File: src/rtl/cmp_iter.sv
// cmp_iter: iterative signed/unsigned EQ/LT/LE comparator.
// Operands are resolved CHUNK bits per cycle, most significant chunk first,
// behind a valid/ready handshake. The result is a WIDTH-bit 0/1 word.
// Optional feature macro: CMP_EARLY_EXIT_EN (leave SCAN on the first
// differing chunk); when undefined the scan always walks all N chunks.
module cmp_iter #(
  parameter int WIDTH = 32,
  parameter int CHUNK = 8
) (
  input  logic             clk,
  input  logic             rst_n,
  input  logic             in_valid,
  output logic             in_ready,
  input  logic [WIDTH-1:0] a,
  input  logic [WIDTH-1:0] b,
  input  logic [2:0]       op,
  output logic             out_valid,
  input  logic             out_ready,
  output logic [WIDTH-1:0] result,
  output logic             busy
);

  localparam int N  = WIDTH / CHUNK;
  localparam int KW = (N > 1) ? $clog2(N) : 1;

  typedef enum logic [1:0] {
    IDLE = 2'd0,
    SCAN = 2'd1,
    DONE = 2'd2
  } state_t;

  // Only the five documented opcodes start a scan.
  function automatic logic op_legal(input logic [2:0] o);
    case (o)
      3'b000, 3'b001, 3'b010, 3'b101, 3'b110: op_legal = 1'b1;
      default:                                op_legal = 1'b0;
    endcase
  endfunction

  // Map the final lt/eq pair onto the requested relation.
  function automatic logic rel_bit(input logic [2:0] o, input logic lt, input logic eq);
    case (o)
      3'b000:         rel_bit = eq;
      3'b001, 3'b101: rel_bit = lt;
      3'b010, 3'b110: rel_bit = lt | eq;
      default:        rel_bit = 1'b0;
    endcase
  endfunction

  state_t           state_q, state_d;
  logic [WIDTH-1:0] a_q, a_d, b_q, b_d;
  logic [2:0]       op_q, op_d;
  logic [KW-1:0]    k_q, k_d;
  logic             lt_q, lt_d, eq_q, eq_d;
  logic [WIDTH-1:0] result_q, result_d;
  logic             out_valid_q, out_valid_d;
  logic             busy_q, busy_d;
  logic             in_ready_q, in_ready_d;
`ifndef CMP_EARLY_EXIT_EN
  logic             found_q, found_d;
`endif

  logic [CHUNK-1:0] a_c, b_c;
  logic             diff_c, lt_c;
  logic             fin_lt, fin_eq;

  // Next-state and datapath computation for the compare FSM.
  always_comb begin
    state_d     = state_q;
    a_d         = a_q;
    b_d         = b_q;
    op_d        = op_q;
    k_d         = k_q;
    lt_d        = lt_q;
    eq_d        = eq_q;
    result_d    = result_q;
    out_valid_d = out_valid_q;
    busy_d      = busy_q;
`ifndef CMP_EARLY_EXIT_EN
    found_d     = found_q;
`endif
    a_c    = a_q[int'(k_q)*CHUNK +: CHUNK];
    b_c    = b_q[int'(k_q)*CHUNK +: CHUNK];
    diff_c = (a_c != b_c);
    lt_c   = (a_c < b_c);
    fin_lt = 1'b0;
    fin_eq = 1'b0;

    case (state_q)
      IDLE: begin
        if (in_valid) begin
          a_d  = a;
          b_d  = b;
          op_d = op;
          // Offset-binary bias makes an unsigned compare yield signed order.
          if (!op[2]) begin
            a_d[WIDTH-1] = ~a[WIDTH-1];
            b_d[WIDTH-1] = ~b[WIDTH-1];
          end else begin
            a_d[WIDTH-1] = a[WIDTH-1];
            b_d[WIDTH-1] = b[WIDTH-1];
          end
          lt_d   = 1'b0;
          eq_d   = 1'b0;
          busy_d = 1'b1;
`ifndef CMP_EARLY_EXIT_EN
          found_d = 1'b0;
`endif
          if (op_legal(op)) begin
            k_d     = KW'(N - 1);
            state_d = SCAN;
          end else begin
            result_d    = {WIDTH{1'b0}};
            out_valid_d = 1'b1;
            state_d     = DONE;
          end
        end else begin
          state_d = IDLE;
        end
      end

      SCAN: begin
`ifdef CMP_EARLY_EXIT_EN
        if (diff_c) begin
          fin_lt = lt_c;
          fin_eq = 1'b0;
        end else begin
          fin_lt = 1'b0;
          fin_eq = 1'b1;
        end
        lt_d = fin_lt;
        eq_d = fin_eq;
        if (diff_c || (k_q == {KW{1'b0}})) begin
          result_d    = {{(WIDTH-1){1'b0}}, rel_bit(op_q, fin_lt, fin_eq)};
          out_valid_d = 1'b1;
          state_d     = DONE;
        end else begin
          k_d = k_q - KW'(1);
        end
`else
        // The first differing chunk wins; later chunks cannot overwrite it.
        if (found_q) begin
          fin_lt = lt_q;
          fin_eq = eq_q;
        end else if (diff_c) begin
          fin_lt = lt_c;
          fin_eq = 1'b0;
        end else begin
          fin_lt = 1'b0;
          fin_eq = 1'b1;
        end
        lt_d    = fin_lt;
        eq_d    = fin_eq;
        found_d = found_q | diff_c;
        if (k_q == {KW{1'b0}}) begin
          result_d    = {{(WIDTH-1){1'b0}}, rel_bit(op_q, fin_lt, fin_eq)};
          out_valid_d = 1'b1;
          state_d     = DONE;
        end else begin
          k_d = k_q - KW'(1);
        end
`endif
      end

      DONE: begin
        if (out_ready) begin
          out_valid_d = 1'b0;
          busy_d      = 1'b0;
          state_d     = IDLE;
        end else begin
          state_d = DONE;
        end
      end

      default: begin
        out_valid_d = 1'b0;
        busy_d      = 1'b0;
        state_d     = IDLE;
      end
    endcase

    in_ready_d = (state_d == IDLE);
  end

  // State and output registers; reset discards any in-flight compare.
  always_ff @(posedge clk or negedge rst_n) begin
    if (!rst_n) begin
      state_q     <= IDLE;
      a_q         <= {WIDTH{1'b0}};
      b_q         <= {WIDTH{1'b0}};
      op_q        <= 3'b000;
      k_q         <= {KW{1'b0}};
      lt_q        <= 1'b0;
      eq_q        <= 1'b0;
      result_q    <= {WIDTH{1'b0}};
      out_valid_q <= 1'b0;
      busy_q      <= 1'b0;
      in_ready_q  <= 1'b1;
`ifndef CMP_EARLY_EXIT_EN
      found_q     <= 1'b0;
`endif
    end else begin
      state_q     <= state_d;
      a_q         <= a_d;
      b_q         <= b_d;
      op_q        <= op_d;
      k_q         <= k_d;
      lt_q        <= lt_d;
      eq_q        <= eq_d;
      result_q    <= result_d;
      out_valid_q <= out_valid_d;
      busy_q      <= busy_d;
      in_ready_q  <= in_ready_d;
`ifndef CMP_EARLY_EXIT_EN
      found_q     <= found_d;
`endif
    end
  end

  assign in_ready  = in_ready_q;
  assign out_valid = out_valid_q;
  assign result    = result_q;
  assign busy      = busy_q;

endmodule

File: config.mk
export PLATFORM = sky130hd
export DESIGN_NAME = cmp_iter
export DESIGN_NICKNAME = d
export VERILOG_FILES = /design/src/rtl/cmp_iter.sv
export SDC_FILE = /design/constraint.sdc
export NUM_CORES = 1
export LEC_CHECK = 0
export ABC_AREA = 1
export ABC_CLOCK_PERIOD_IN_PS = 2600
export CAP_MARGIN = 40
export CORE_AREA = 2 2 119 121
export CTS_CLUSTER_SIZE = 16
export DETAILED_ROUTE_END_ITERATION = 10
export DIE_AREA = 0 0 121 123
export HOLD_SLACK_MARGIN = 0.02
export PLACE_DENSITY = 0.56
export SLEW_MARGIN = 30
export SYNTH_ARGS = -nofsm -noshare
export SYNTH_HDL_FRONTEND = slang
export SYNTH_SLANG_ARGS = --single-unit
File: constraint.sdc
create_clock -name clk -period 2.6 [get_ports clk]
set_clock_uncertainty 0.05 [all_clocks]
set_input_delay 0.26 -clock clk [delete_from_list [all_inputs] [get_ports clk]]
set_output_delay 0.26 -clock clk [all_outputs]
set_load 0.01 [all_outputs]
==> impl_metrics.tcl <==
set metrics [dict create \
    fin_ws_ns 0.261 \
    status "finished, final reports clean" \
    worst_slew_pin_slew_ns 0.703 \
    synth_commonest_cells "nand2_1, dfrtp_1, buf_4" \
    synth.area.top_cells "dfrtp_1, nand2_1, buf_4" \
    fin_hold_ws_ns 0.401 \
    intPower_mw 3.54 \
    synth-simple-area-share 0.276 \
    synthArstFlopShare 1.00 \
    grt_max_degree 73 \
    synth_compound_area_frac 0.0870 \
    synthMuxAreaShare 0 \
    rows 43 \
    final_area_mm2 0.00505 \
    grt_pass1_wl_um 16300 \
    antenna_found_initial 0 \
    multi_input_area_mm2 0.00170 \
    wl_per_cell_um 12.7 \
    dr.pass1.iters 4 \
    grt_util_all_layers 0.139 \
    synth_xor_area_frac 0.00662 \
    synth_warnings 0 \
    cp-end-kind "flip-flop" \
    netSwitchingFraction 0.397 \
    rsz0062_at_grt "false" \
    syn_inst 505 \
    cp_data_arrival_time_ns 2.51 \
    htree_levels 3 \
    die_h_um 123 \
    io_buffers 74 \
    seq_area_mm2 0.00195 \
    area_delta_synth_final_pct 27.2 \
    synth_flop_cell "dfrtp_1" \
    startpoint_type "flip-flop" \
    cts_tree "done" \
    io_pins 106 \
    post_dp_cell_area_mm2 0.00475 \
    die_area_mm2 0.0149 \
    setup_violations 0 \
    cts_num_sinks 78 \
    synth-edff-count 0 \
    power_density_mw_per_mm2 1160 \
    relSlewSlack 0.532 \
    synth_top_family_by_area "simple AND/OR/NAND/NOR gates" \
    tns_ns 0 \
    viasPerCell 4.31 \
    drt_wl_total_um 9620 \
    vias 3255 \
    synth_fa_ha_area_frac 0.0284 \
    first_global_vias 3334 \
    finalMaxSlewViolations 0 \
    post-route-drc-count 0 \
    cts_resized 0 \
    n_fill_cell 1419 \
    drt-initial-drc-count 184 \
    dp_hpwl_um 6990 \
    ir_drop_mv 0.435 \
    core-area_mm2 0.0136 \
    r2r_slack_ns 0.26 \
    yosysMostFrequentCell "nand2_1" \
    finalPower_mw 5.87 \
    ys_seq_elements 78 \
    synth_seq_area_share 0.492 \
    hold_viol 0 \
    hold_path.class "input port to asynchronous set/reset pin" \
    synth_cell_types 32 \
    ant_nets 0 \
    combPwrFrac 0.417 \
    hold_buffers 1 \
    r2r-start "k_q[0]" \
    synthesis.area_mm2 0.00397 \
    post-cts-setup-buffers 0 \
    sequentialPowerShare 0.372 \
    nets 651 \
    ctsLongestPathBuffers 2 \
    period_needed_ns 2.34 \
    cap_violations 0 \
    dp_worst_setup_slack_ns 0.283 \
    cp_data_required_time_ns 2.77 \
    critical_path.startpoint "k_q[0]" \
    power_leakage_nw 2.53 \
    p_clk_frac 0.211 \
    switchingPower_mw 2.33 \
    cts_made_buffers 9 \
    synth_top_area_frac 0.485 \
    synth_largest_area_cell "dfrtp_1" \
    avgSynthCellArea_um2 7.86 \
    grt.overflow.total 0 \
    root_buffer "clkbuf_16" \
    diodes 0 \
    clk-insertion-delay-late_ns 0.33 \
    drive_gt1_frac 0.0590 \
    gp_routability_congestion 0.793 \
    fmax_mhz 428 \
    finalCritPeriodShare 0.900 \
    start_util 0.292 \
    clk_pin_slew_ns 0.06 \
    critPathMaxFanout 35 \
    crit_type "flip-flop to flip-flop" \
    die_w_um 121 \
]
## cell type report
type	count	share of cell area
inverters	19	0.0141
clock buffers	11	0.0481
clock inverters	5	0.00991
flip-flops and latches	78	0.387
repair buffers	80	0.161
multi-input cells	383	0.336
well taps	180	0.0446
## kinds of logic (layout without fill, tap and decap cells)
| family | after synthesis | count (layout) |
|---|---|---|
| AO/OA/AOI/OAI | 56 | 56 |
| buffers and inverters | 74 | 115 |
| other | 1 | 31 |
| AND/OR/NAND/NOR | 284 | 284 |
| XOR/XNOR | 3 | 3 |
| adder cells (fa/ha/maj) | 9 | 9 |
| flip-flops | 78 | 78 |
## metal layers
| layer | share of wire | routed length, um | global-route usage |
|---|---|---|---|
| met1 | 0.48 | 4610 | 0.191 |
| met2 | 0.46 | 4440 | 0.217 |
| met3 | 0.045 | 435 | 0.0277 |
| met4 | 0.013 | 129 | 0.0567 |
| met5 | 0 | 0 | 0 |
## worst max-delay path: stages (launching register included)
cell and delay (ns):
dfrtp_1 0.38, inv_2 0.42, nand2_1 0.10, a32o_1 0.24, ha_1 0.29, nand2_1 0.07, nor2_1 0.19, nand2_1 0.07
nand2_1 0.06, nor2_1 0.04, nand2_1 0.05, nand2_1 0.07, nand2_1 0.06, nand2_1 0.05, nand2_1 0.05, nand2_1 0.04
## final timing paths
| check | end | depth (start not counted) |
|---|---|---|
| worst max register to register | result[0] | 15 |
| max in group asynchronous | a_q[14] | 3 |
| worst max-delay path | result[0] | 15 |
| worst min register to register | a_q[23] | 2 |
| min in group clk | b_q[11] | 3 |
| worst min-delay path | busy | 2 |
## flip-flops by register name, summed over array words and instances (netlist names)
register	count
k_q	2
b_q	32
lt_q	1
result	1
eq_q	1
out_valid	1
state_q	2
found_q	1
busy	1
op_q	3
a_q	32
in_ready	1
## through the flow
step	std cells	util
CTS	756	0.371
detailed placement	739	0.349
finish	756	0.371
global placement	738	0.347
global route	756	0.371
floorplan	535	-
## cell usage in the layout, fill, tap and decap left out
| cell | count |
|---|---|
| nor2_2 | 3 |
| nor2_1 | 24 |
| ha_1 | 9 |
| a31oi_1 | 1 |
| dfrtp_1 | 77 |
| conb_1 | 31 |
| buf_12 | 2 |
| nor2_4 | 1 |
| inv_1 | 13 |
| dlygate4sd3_1 | 1 |
| or2_1 | 1 |
| bufinv_16 | 1 |
| clkbuf_16 | 9 |
| o21ai_1 | 7 |
| o31ai_1 | 1 |
| dfstp_2 | 1 |
| nand2_1 | 251 |
| a22oi_1 | 1 |
| nand2_4 | 1 |
| a32o_1 | 8 |
| clkbuf_8 | 1 |
| xor2_1 | 3 |
| nand2_2 | 1 |
| inv_2 | 6 |
| clkinv_2 | 4 |
| clkdlybuf4s50_1 | 73 |
| o21ai_0 | 16 |
| clkbuf_1 | 1 |
| nand3_1 | 1 |
| o22ai_1 | 9 |
| o221ai_1 | 1 |
| buf_4 | 4 |
| nor3_1 | 1 |
| a22o_1 | 1 |
| a21oi_1 | 11 |
## power by group through the flow
stage	clock (mW)	combinational, mW	sequential (mW)
finish	1.24	2.45	2.18
floorplan	0	1.92	2.06
global placement	0	2.42	2.21
CTS	1.27	2.49	2.19
global route	1.32	2.89	2.25
detailed placement	0	2.47	2.19
No activity file was read; power rests on OpenSTA's default activity.
